## config.mk

```make
export PLATFORM = sky130hd
export DESIGN_NAME = punc_mem_arbiter_flat
export DESIGN_NICKNAME = d
export VERILOG_FILES = /design/src/rtl/punc_mem_arbiter_if.sv /design/src/rtl/punc_mem_arbiter.sv /design/src/flat_wrapper.sv
export SDC_FILE = /design/constraint.sdc
export NUM_CORES = 1
export LEC_CHECK = 0
export CORE_MARGIN = 8
export CORE_UTILIZATION = 28
export DETAILED_ROUTE_END_ITERATION = 6
export PLACE_DENSITY_LB_ADDON = 0.15
export SETUP_SLACK_MARGIN = 0.02
export SYNTH_ARGS = -nofsm -noshare
export SYNTH_HDL_FRONTEND = slang
export SYNTH_SLANG_ARGS = --single-unit
```

## constraint.sdc

```tcl
create_clock -name clk -period 3.23 [get_ports clk]
set_input_delay 0.323 -clock clk [delete_from_list [all_inputs] [get_ports clk]]
set_output_delay 0.323 -clock clk [all_outputs]
set_load 0.02 [all_outputs]
```

## src/rtl/punc_mem_arbiter_if.sv

```systemverilog
// Bus bundle between the three requesters, the single-port memory and the arbiter.
// The arbiter uses the slave modport; requesters plus memory use the master modport.
interface punc_mem_arbiter_if #(
  parameter int ADDR_W = 16,
  parameter int DATA_W = 16
);
  logic              f_req;
  logic [ADDR_W-1:0] f_addr;
  logic              d_req;
  logic              d_we;
  logic [ADDR_W-1:0] d_addr;
  logic [DATA_W-1:0] d_wdata;
  logic              g_req;
  logic              g_we;
  logic [ADDR_W-1:0] g_addr;
  logic [DATA_W-1:0] g_wdata;
  logic              f_gnt;
  logic              d_gnt;
  logic              g_gnt;
  logic              rvalid;
  logic [1:0]        rid;
  logic [DATA_W-1:0] rdata;
  logic [ADDR_W-1:0] mem_addr;
  logic [DATA_W-1:0] mem_wdata;
  logic              mem_w_en;
  logic [DATA_W-1:0] mem_rdata;
  logic              busy;

  modport slave (
    input  f_req, f_addr, d_req, d_we, d_addr, d_wdata,
    input  g_req, g_we, g_addr, g_wdata, mem_rdata,
    output f_gnt, d_gnt, g_gnt, rvalid, rid, rdata,
    output mem_addr, mem_wdata, mem_w_en, busy
  );

  modport master (
    output f_req, f_addr, d_req, d_we, d_addr, d_wdata,
    output g_req, g_we, g_addr, g_wdata, mem_rdata,
    input  f_gnt, d_gnt, g_gnt, rvalid, rid, rdata,
    input  mem_addr, mem_wdata, mem_w_en, busy
  );
endinterface

```

## src/rtl/punc_mem_arbiter.sv

```systemverilog
// Three-way single-port memory arbiter: data > fetch > debug, with a starvation escape for debug.
// States: IDLE arbitrate and latch | ACCESS drive memory, pulse gnt | RESP return read data.
module punc_mem_arbiter #(
  parameter int ADDR_W       = 16,
  parameter int DATA_W       = 16,
  parameter int STARVE_LIMIT = 4
) (
  input logic                clk,
  input logic                rst,
  punc_mem_arbiter_if.slave  bus
);

  typedef enum logic [1:0] {IDLE, ACCESS, RESP} state_t;

  localparam int GW_W = (STARVE_LIMIT < 1) ? 1 : $clog2(STARVE_LIMIT + 1);
  localparam logic [GW_W-1:0] G_MAX = GW_W'(STARVE_LIMIT);

  localparam logic [1:0] ID_NONE = 2'd0;
  localparam logic [1:0] ID_F    = 2'd1;
  localparam logic [1:0] ID_D    = 2'd2;
  localparam logic [1:0] ID_G    = 2'd3;

  state_t            state_q, state_d;
  logic [1:0]        id_q, id_d;
  logic [ADDR_W-1:0] addr_q, addr_d;
  logic              we_q, we_d;
  logic [DATA_W-1:0] wdata_q, wdata_d;
  logic [GW_W-1:0]   g_wait_q, g_wait_d;
  logic [1:0]        win;

  always_ff @(posedge clk or posedge rst) begin
    if (rst) begin
      state_q  <= IDLE;
      id_q     <= ID_NONE;
      addr_q   <= '0;
      we_q     <= 1'b0;
      wdata_q  <= '0;
      g_wait_q <= '0;
    end else begin
      state_q  <= state_d;
      id_q     <= id_d;
      addr_q   <= addr_d;
      we_q     <= we_d;
      wdata_q  <= wdata_d;
      g_wait_q <= g_wait_d;
    end
  end

  // Winner selection is only consumed in IDLE; the starved debug port jumps the queue.
  always_comb begin
    win = ID_NONE;
    if (bus.g_req && (g_wait_q == G_MAX)) win = ID_G;
    else if (bus.d_req)                   win = ID_D;
    else if (bus.f_req)                   win = ID_F;
    else if (bus.g_req)                   win = ID_G;
  end

  always_comb begin
    state_d  = state_q;
    id_d     = id_q;
    addr_d   = addr_q;
    we_d     = we_q;
    wdata_d  = wdata_q;
    g_wait_d = g_wait_q;
    unique case (state_q)
      IDLE: begin
        if (!bus.g_req)              g_wait_d = '0;
        else if (win == ID_G)        g_wait_d = '0;
        else if (g_wait_q != G_MAX)  g_wait_d = g_wait_q + GW_W'(1);
        if (win != ID_NONE) begin
          state_d = ACCESS;
          id_d    = win;
          unique case (win)
            ID_D: begin
              addr_d  = bus.d_addr;
              we_d    = bus.d_we;
              wdata_d = bus.d_wdata;
            end
            ID_G: begin
              addr_d  = bus.g_addr;
              we_d    = bus.g_we;
              wdata_d = bus.g_wdata;
            end
            default: begin
              addr_d  = bus.f_addr;
              we_d    = 1'b0;
              wdata_d = '0;
            end
          endcase
        end
      end
      ACCESS:  state_d = we_q ? IDLE : RESP;
      RESP:    state_d = IDLE;
      default: state_d = IDLE;
    endcase
  end

  assign bus.f_gnt     = (state_q == ACCESS) && (id_q == ID_F);
  assign bus.d_gnt     = (state_q == ACCESS) && (id_q == ID_D);
  assign bus.g_gnt     = (state_q == ACCESS) && (id_q == ID_G);
  assign bus.mem_addr  = addr_q;
  assign bus.mem_wdata = wdata_q;
  assign bus.mem_w_en  = (state_q == ACCESS) && we_q;
  assign bus.rvalid    = (state_q == RESP);
  assign bus.rid       = (state_q == RESP) ? id_q : ID_NONE;
  assign bus.rdata     = (state_q == RESP) ? bus.mem_rdata : '0;
  assign bus.busy      = (state_q != IDLE);

endmodule

```

## src/flat_wrapper.sv

```systemverilog
// flat-port wrapper written by rule: the top's interface ports become plain ports
module punc_mem_arbiter_flat 
#(
  parameter int ADDR_W       = 16,
  parameter int DATA_W       = 16,
  parameter int STARVE_LIMIT = 4
)
  (clk, rst, bus_f_req, bus_f_addr, bus_d_req, bus_d_we, bus_d_addr, bus_d_wdata, bus_g_req, bus_g_we, bus_g_addr, bus_g_wdata, bus_mem_rdata, bus_f_gnt, bus_d_gnt, bus_g_gnt, bus_rvalid, bus_rid, bus_rdata, bus_mem_addr, bus_mem_wdata, bus_mem_w_en, bus_busy);
  punc_mem_arbiter_if #(.ADDR_W(ADDR_W), .DATA_W(DATA_W)) bus_i ();
  input logic clk;
  input logic rst;
  input wire logic [$bits(bus_i.f_req)-1:0] bus_f_req;
  input wire logic [$bits(bus_i.f_addr)-1:0] bus_f_addr;
  input wire logic [$bits(bus_i.d_req)-1:0] bus_d_req;
  input wire logic [$bits(bus_i.d_we)-1:0] bus_d_we;
  input wire logic [$bits(bus_i.d_addr)-1:0] bus_d_addr;
  input wire logic [$bits(bus_i.d_wdata)-1:0] bus_d_wdata;
  input wire logic [$bits(bus_i.g_req)-1:0] bus_g_req;
  input wire logic [$bits(bus_i.g_we)-1:0] bus_g_we;
  input wire logic [$bits(bus_i.g_addr)-1:0] bus_g_addr;
  input wire logic [$bits(bus_i.g_wdata)-1:0] bus_g_wdata;
  input wire logic [$bits(bus_i.mem_rdata)-1:0] bus_mem_rdata;
  output wire logic [$bits(bus_i.f_gnt)-1:0] bus_f_gnt;
  output wire logic [$bits(bus_i.d_gnt)-1:0] bus_d_gnt;
  output wire logic [$bits(bus_i.g_gnt)-1:0] bus_g_gnt;
  output wire logic [$bits(bus_i.rvalid)-1:0] bus_rvalid;
  output wire logic [$bits(bus_i.rid)-1:0] bus_rid;
  output wire logic [$bits(bus_i.rdata)-1:0] bus_rdata;
  output wire logic [$bits(bus_i.mem_addr)-1:0] bus_mem_addr;
  output wire logic [$bits(bus_i.mem_wdata)-1:0] bus_mem_wdata;
  output wire logic [$bits(bus_i.mem_w_en)-1:0] bus_mem_w_en;
  output wire logic [$bits(bus_i.busy)-1:0] bus_busy;
  assign bus_i.f_req = bus_f_req;
  assign bus_i.f_addr = bus_f_addr;
  assign bus_i.d_req = bus_d_req;
  assign bus_i.d_we = bus_d_we;
  assign bus_i.d_addr = bus_d_addr;
  assign bus_i.d_wdata = bus_d_wdata;
  assign bus_i.g_req = bus_g_req;
  assign bus_i.g_we = bus_g_we;
  assign bus_i.g_addr = bus_g_addr;
  assign bus_i.g_wdata = bus_g_wdata;
  assign bus_i.mem_rdata = bus_mem_rdata;
  assign bus_f_gnt = bus_i.f_gnt;
  assign bus_d_gnt = bus_i.d_gnt;
  assign bus_g_gnt = bus_i.g_gnt;
  assign bus_rvalid = bus_i.rvalid;
  assign bus_rid = bus_i.rid;
  assign bus_rdata = bus_i.rdata;
  assign bus_mem_addr = bus_i.mem_addr;
  assign bus_mem_wdata = bus_i.mem_wdata;
  assign bus_mem_w_en = bus_i.mem_w_en;
  assign bus_busy = bus_i.busy;
  punc_mem_arbiter #(.ADDR_W(ADDR_W), .DATA_W(DATA_W), .STARVE_LIMIT(STARVE_LIMIT)) u_core (.clk(clk), .rst(rst), .bus(bus_i));
endmodule
```

==> implementation parameters, run 1 <==
Parameter                              Value

Placement
  Pre-CTS setup slack    0.8766 ns
  GPL Wtd Cong    0.7437
  Number of input and output port buffers inserted    158
  Half-perimeter wire length of the detailed placement result    6926 microns

Global route
  Number of antenna violations at the first check in global routing    0
  Global-route wire length before repair    14880 microns
  Via count of the first global-routing pass    2820
  Total routing usage reported by global routing    15.71%
  Global route overflow    0
  Pin count of the biggest net entering global routing    41

Clock network
  Post-CTS repair timing setup buffer count    0
  Post-CTS clock slew at the launch and capture registers of the worst setup and hold paths    0.08 ns
  Clock network latency to the later pin of the worst-skew pair    0.29 ns
  Maximum clock insertion buffer count    2
  Clock H-tree levels    2
  TritonCTS clock tree    done
  Hold_buf cts    0
  Number of buffers inserted during clock tree synthesis    5
  PostCTS Resize Cnt    0
  Root Buffer Master    sky130_fd_sc_hd__clkbuf_8
  Clock Sinks    40

Power
  Sequential cell fraction of total power    28.7%
  Power per cell area    774.9 nW/um^2
  NetSw    1.346 mW
  Final Power    3.215 mW
  Share of power burned in combinational logic    58.7%
  IR drop worst, VDD    0.2665 mV
  Switching part of the total    41.85%
  Share of power burned in the clock network    12.7%
  Internal power summed over all cells    1.870 mW
  Reported leakage power    1.540 nW

Floorplanning
  Die Span X    108.6 microns
  Area of the die    11800 sq um
  Row Count    33
  Starting density of the core    29.09%
  Area of the core    8258 sq um
  Vert. Die Dim    108.6 microns
  Total I/O pin count    159

STA
  Clock Skew    0.004878 ns
  Max-slew violations    0
  Measured slew at the worst slew-check pin    0.8413 ns
  Worst max-slew margin expressed relative to the limit    43.82%
  Achievable Freq    393.3 MHz
  Number of hold violations in the final report    0
  Setup violators final    0
  Unrepaired setup endpoints after global routing    false
  Setup total negative slack    0 ns
  Tcrit/Tclk final    78.72%
  Final setup slack of the worst path    0.6873 ns
  Final Critical Period    2.543 ns

Min path
  HP Class    reg -> reg

Detailed routing
  Length of the first detailed-routing pass in iterations    4
  Number of design-rule violations left by the first detailed-router iteration    92
  Post-DRT Antenna Nets    0
  DRC violations left    0
  Total number of vias    2664
  Wire length per cell after detailed routing    18.17 microns
  Per-cell via count in the routed design    5.113
  Total wire length after detailed routing    9467 microns

Setup path
  Cell chain of the critical path    nor2b_1 -> and2_1 -> clkdlybuf4s50_1
  Critical path capture point type    output pin
  Critical Setup Path Class    reg -> out
  Endpoint arrival time on the critical path    2.22 ns
  Crit path required time    2.91 ns
  Crit path largest cell delay    0.68 ns
  Register-to-Register Setup Slack    1.10 ns
  Largest fanout on the critical path    19
  Startpoint class of the critical path    flop
  Critical-path top delay cell    sky130_fd_sc_hd__nor2b_1

Yosys
  Part of the Yosys area used for sequential elements    41.67%
  Number of warnings reported in the yosys synthesis log    0
  Number of distinct library cell variants in the gate-level netlist after synthesis    29
  Number of synthesized register bits    40
  Cell area after synthesis    2402 sq um
  Post-synthesis instance total    273
  Mean area per synthesized cell    8.800 sq um
  Synth Net Count    378

Status
  Outcome    complete, no violations

Final layout
  Number of nets in the finished design    520
  Core Util, Final    50.24%
  Area growth from synthesis to layout    72.71%
  Number of diodes    0
  FILL cells    835
  Proportion of layout cells with a drive suffix above 1    5.048%

Flow run
  Max_cap viols    0
==> final cells by class <==
class | instances | area [sq um] | area share, %
Inverter | 6 | 22.52 | 0.5428
Clock inverter | 2 | 35.03 | 0.8444
Sequential cell | 40 | 1001 | 24.13
Tap cell | 105 | 131.4 | 3.166
Clock buffer | 6 | 72.57 | 1.749
Multi-Input combinational cell | 196 | 1245 | 30.01
Timing Repair Buffer | 166 | 1642 | 39.57
==> cell usage after synthesis <==
master,number,area (sq um)
sky130_fd_sc_hd__dfrtp_1,40,1001
sky130_fd_sc_hd__nand3_1,36,180.2
sky130_fd_sc_hd__and2_1,35,219.0
sky130_fd_sc_hd__a21oi_1,34,170.2
sky130_fd_sc_hd__a31oi_1,34,212.7
sky130_fd_sc_hd__clkbuf_1,20,75.07
sky130_fd_sc_hd__a32oi_1,16,140.1
sky130_fd_sc_hd__o211ai_1,16,120.1
sky130_fd_sc_hd__buf_2,6,30.03
sky130_fd_sc_hd__buf_6,4,45.04
sky130_fd_sc_hd__inv_1,4,15.01
sky130_fd_sc_hd__o21ai_0,4,20.02
sky130_fd_sc_hd__nor2_1,3,11.26
sky130_fd_sc_hd__nor2b_1,3,18.77
sky130_fd_sc_hd__clkinv_1,2,7.510
sky130_fd_sc_hd__ha_1,2,25.02
sky130_fd_sc_hd__nand2_1,2,7.510
sky130_fd_sc_hd__a21boi_2,1,11.26
sky130_fd_sc_hd__a2bb2oi_1,1,8.760
sky130_fd_sc_hd__and2_4,1,8.760
sky130_fd_sc_hd__and3_1,1,6.260
sky130_fd_sc_hd__buf_1,1,3.750
sky130_fd_sc_hd__mux2_4,1,15.01
sky130_fd_sc_hd__nand2b_1,1,6.260
sky130_fd_sc_hd__nand4_1,1,6.260
sky130_fd_sc_hd__o2bb2ai_1,1,8.760
sky130_fd_sc_hd__o2bb2ai_2,1,15.01
sky130_fd_sc_hd__o31ai_1,1,7.510
sky130_fd_sc_hd__or3_1,1,6.260
==> path summary, 6_finish.rpt <==
path | startpoint | endpoint | depth (start not counted)
hold / removal | u_core.we_q | u_core.state_q[1] | 1
setup reg to reg | u_core.g_wait_q[0] | u_core.bus.mem_addr[15] | 6
setup / recovery | u_core.state_q[1] | bus_rdata[2] | 3
min in group asynchronous | rst | u_core.bus.mem_wdata[12] | 2
hold reg to reg | u_core.we_q | u_core.state_q[1] | 1
max in group asynchronous | rst | u_core.bus.mem_addr[15] | 2
==> state kept, by name, indices dropped and copies added, names as in the netlist <==
signal                cells
u_core.bus.mem_wdata     16
u_core.bus.mem_addr      16
u_core.state_q            2
u_core.g_wait_q           3
u_core.we_q               1
u_core.id_q               2
==> critical path: cells and delay by family (launching register included) <==
| family | cells | cell delay [ns] |
|---|---|---|
| simple gates | 2 | 0.91 |
| buf+inv | 1 | 0.60 |
| flops | 1 | 0.42 |
==> metrics by stage <==
| stage | hold slack, ns | area, sq um | std cells |
|---|---|---|---|
| after floorplan | 0.4171 | 2402 | 273 |
| after global placement | 0.4417 | 4041 | 513 |
| after detailed placement | 0.4427 | 4041 | 513 |
| after CTS | 0.4544 | 4149 | 521 |
| after global routing | 0.4705 | 4149 | 521 |
| final | 0.4487 | 4149 | 521 |
==> power by group through the flow <==
stage	clock network, mW	logic, mW	registers (mW)
global route	0.440	2.05	0.954
CTS	0.417	1.92	0.925
global placement	0	1.91	0.917
detailed placement	0	1.92	0.930
finish	0.407	1.89	0.923
floorplan	0	0.824	1.15
==> kinds of logic (layout without fill, tap and decap cells) <==
family | count (synthesis) | count (layout) | synth area share (%)
AOI/OAI and AO/OA | 109 | 109 | 29.74
and+or+nand+nor | 84 | 84 | 19.58
DFF | 40 | 40 | 41.67
buffers and inverters | 37 | 180 | 7.343
muxes | 1 | 1 | 0.6248
adders and majority gates | 2 | 2 | 1.042
==> per-layer routing <==
metal  vias to the layer above  GRT usage (%)  share of wire, %
met1                      1232          18.69                42
met2                       118          26.77                48
met4                         0          2.151              0.35
met3                         4          6.195               9.8
li1                       1310              -                 -
met5                         -              0                 0
==> cells in the final DEF (no fill, tap or decap), types with 2 or more instances in the layout <==
cell,count
sky130_fd_sc_hd__clkdlybuf4s50_1,158
sky130_fd_sc_hd__dfrtp_1,40
sky130_fd_sc_hd__nand3_1,36
sky130_fd_sc_hd__and2_1,35
sky130_fd_sc_hd__a21oi_1,34
sky130_fd_sc_hd__a31oi_1,34
sky130_fd_sc_hd__a32oi_1,16
sky130_fd_sc_hd__o211ai_1,16
sky130_fd_sc_hd__buf_4,8
sky130_fd_sc_hd__clkbuf_8,5
sky130_fd_sc_hd__o21ai_0,4
sky130_fd_sc_hd__inv_1,3
sky130_fd_sc_hd__nor2b_1,3
sky130_fd_sc_hd__clkinv_1,2
sky130_fd_sc_hd__nand2_1,2
sky130_fd_sc_hd__nor2_1,2
sky130_fd_sc_hd__ha_1,2
Power figures use the tool's default switching activity.
==> run 2: changes to the inputs <==
Clock period 3.23 ns to 2.44 ns, I/O delays scaled along.
==> run 2 against run 1 <==
  * Critical path depth is the same
  * Global-route usage increased by 0.59 points
  * Sequential share of layout area shrank 0.20 points
  * Setup slack got worse by 0.32 ns
  * Combinational power rose by 34%
  * Worst hold slack worse by 0.0088 ns
  * Register-to-register slack lost 0.51 ns
  * Via count is 3.4% higher
  * Critical path type unchanged
  * Clock power increased by 13%
==> implementation parameters, run 2 (same netlist as run 1, synthesis figures left out) <==
Parameter                              Value

STA
  Measured slew at the worst slew-check pin    0.8589 ns (was 0.8413 ns)
  Setup violators final    0 (unchanged)
  Tcrit/Tclk final    84.76%
  Worst max-slew margin expressed relative to the limit    42.66% (was 43.82%)
  Final Critical Period    2.068 ns
  Clock Skew    0.004216 ns (was 0.004878 ns)
  Setup total negative slack    0 ns (unchanged)
  Number of hold violations in the final report    0 (unchanged)
  Max-slew violations    0 (unchanged)
  Unrepaired setup endpoints after global routing    false (unchanged)
  Achievable Freq    483.5 MHz

Clock network
  TritonCTS clock tree    done (unchanged)
  Post-CTS clock slew at the launch and capture registers of the worst setup and hold paths    0.08 ns (about the same)
  Clock H-tree levels    2 (unchanged)
  PostCTS Resize Cnt    0 (unchanged)
  Maximum clock insertion buffer count    2 (unchanged)
  Hold_buf cts    0 (unchanged)
  Clock network latency to the later pin of the worst-skew pair    0.29 ns (about the same)
  Post-CTS repair timing setup buffer count    0 (unchanged)
  Root Buffer Master    sky130_fd_sc_hd__clkbuf_8 (unchanged)
  Clock Sinks    40 (unchanged)
  Number of buffers inserted during clock tree synthesis    5 (unchanged)

Detailed routing
  Number of design-rule violations left by the first detailed-router iteration    115 (was 92)
  Per-cell via count in the routed design    5.238 (was 5.113)
  Wire length per cell after detailed routing    18.62 microns (was 18.17 microns)
  DRC violations left    0 (unchanged)
  Post-DRT Antenna Nets    0 (unchanged)
  Length of the first detailed-routing pass in iterations    4 (unchanged)
  Total number of vias    2755 (was 2664)
  Total wire length after detailed routing    9795 microns (was 9467 microns)

Setup path
  Crit path required time    2.20 ns (was 2.91 ns)
  Worst reg2reg path endpoint    u_core.id_q[1] (was u_core.bus.mem_addr[15])
  Critical path capture point type    output pin (unchanged)
  Critical Setup Path Class    reg -> out (unchanged)
  Startpoint class of the critical path    flop (unchanged)
  Number of cells on the worst reg-to-reg path    3 (was 6)
  Largest fanout on the critical path    5 (was 19)
  Register-to-Register Setup Slack    0.59 ns (was 1.10 ns)
  Worst flop-to-flop path startpoint    u_core.state_q[0] (was u_core.g_wait_q[0])
  Endpoint arrival time on the critical path    1.82 ns (was 2.22 ns)

Global route
  Global-route wire length before repair    15290 microns (was 14880 microns)
  Via count of the first global-routing pass    2976 (was 2820)
  Global route overflow    0 (unchanged)
  Pin count of the biggest net entering global routing    41 (unchanged)
  Total routing usage reported by global routing    16.30% (was 15.71%)
  Number of antenna violations at the first check in global routing    0 (unchanged)

Power
  Share of power burned in the clock network    10.9% (was 12.7%)
  NetSw    1.803 mW (was 1.346 mW)
  IR drop worst, VDD    0.3448 mV (was 0.2665 mV)
  Sequential cell fraction of total power    28.8% (was 28.7%)
  Internal power summed over all cells    2.416 mW (was 1.870 mW)
  Reported leakage power    1.565 nW (was 1.540 nW)
  Power per cell area    1008 nW/um^2 (was 774.9 nW/um^2)
  Final Power    4.219 mW (was 3.215 mW)
  Share of power burned in combinational logic    60.2% (was 58.7%)
  Switching part of the total    42.73% (was 41.85%)

Final layout
  Area growth from synthesis to layout    74.17% (was 72.71%)
  Most common library cell in the layout ignoring fill and taps    sky130_fd_sc_hd__clkdlybuf4s50_1 (unchanged)
  Core Util, Final    50.67% (was 50.24%)
  Number of nets in the finished design    525 (was 520)
  Proportion of layout cells with a drive suffix above 1    6.413% (was 5.048%)
  Highest-count cells in the layout ignoring fill and taps    sky130_fd_sc_hd__clkdlybuf4s50_1, sky130_fd_sc_hd__dfrtp_1, sky130_fd_sc_hd__nand3_1, sky130_fd_sc_hd__and2_1 (unchanged)
  Area of all placed cells without fillers    4184 sq um (was 4149 sq um)
  Number of diodes    0 (unchanged)

Floorplanning
  Vert. Die Dim    108.6 microns (unchanged)
  Area of the core    8258 sq um (unchanged)
  Total I/O pin count    159 (unchanged)
  Area of the die    11800 sq um (unchanged)
  Starting density of the core    29.09% (unchanged)
  Die Span X    108.6 microns (unchanged)
  Row Count    33 (unchanged)

Placement
  Post-placement cell area    4091 sq um (was 4041 sq um)
  Half-perimeter wire length of the detailed placement result    7204 microns (was 6926 microns)
  GPL Wtd Cong    0.7426 (was 0.7437)
  Number of input and output port buffers inserted    158 (unchanged)

Min path
  HP Class    in -> async (was reg -> reg)

Status
  Outcome    complete, no violations (unchanged)

Flow run
  Max_cap viols    0 (unchanged)
## run 2: cell types whose count changed in the layout (fill, tap and decap cells not counted)
cell                        previous run  this run
sky130_fd_sc_hd__buf_4                 8        12
sky130_fd_sc_hd__buf_12                0         1
sky130_fd_sc_hd__bufinv_16             1         0
sky130_fd_sc_hd__clkbuf_1              1         0
sky130_fd_sc_hd__clkbuf_8              5         6
sky130_fd_sc_hd__clkinv_2              1         2
## run 2: power by group through the flow
stage	registers [mW]	clock network, mW	logic [mW]
after floorplan	1.52	0	1.09
after detailed placement	1.22	0	2.58
final	1.22	0.460	2.54
after global routing	1.26	0.504	2.77
after global placement	1.21	0	2.56
after CTS	1.22	0.484	2.58
## run 2: cell type report
| type | instances | area [sq um] |
|---|---|---|
| tap | 105 | 131.4 |
| multi-input combinational | 196 | 1245 |
| inverter | 6 | 22.52 |
| sequential | 40 | 1001 |
| clock buffer | 6 | 82.58 |
| timing repair buffer | 171 | 1692 |
| clock inverter | 2 | 10.01 |
| fill | 829 | 4074 |
## run 2: stage by stage
| step | instances | hold slack [ns] | setup slack (ns) |
|---|---|---|---|
| 2_1_floorplan | 273 | 0.4169 | 0.8729 |
| 3_3_place_gp | 518 | 0.4459 | 0.5485 |
| 6_report | 526 | 0.4399 | 0.3718 |
| 5_1_grt | 526 | 0.4704 | 0.1834 |
| 4_1_cts | 526 | 0.4537 | 0.3478 |
| 3_5_place_dp | 518 | 0.4414 | 0.5239 |
## run 2: layer usage
layer	wire, microns	vias to the layer above	GRT usage, %	part of all wire [%]
li1	-	1318	-	-
met1	3854	1304	18.29	39
met2	4794	128	29.03	49
met3	1092	5	6.549	11
met4	53	0	2.248	0.54
met5	0	-	0	0
## run 2: worst max path at each step
stage	slack [ns]	from	endpoint	cells after the start
floorplan	0.87	u_core.state_q[0]	bus_rdata[10]	3
global placement	0.55	bus_f_req	u_core.id_q[1]	4
detailed placement	0.52	bus_g_req	u_core.g_wait_q[2]	6
CTS	0.35	u_core.state_q[0]	bus_busy	3
global route	0.18	u_core.state_q[0]	bus_f_gnt	4
finish	0.37	u_core.state_q[0]	bus_g_gnt	3
## run 2: worst max-delay path: stages (launching register included)
cell and delay (ns):
sky130_fd_sc_hd__dfrtp_1 0.42, sky130_fd_sc_hd__nor2b_1 0.30, sky130_fd_sc_hd__and3_1 0.20, sky130_fd_sc_hd__clkdlybuf4s50_1 0.61
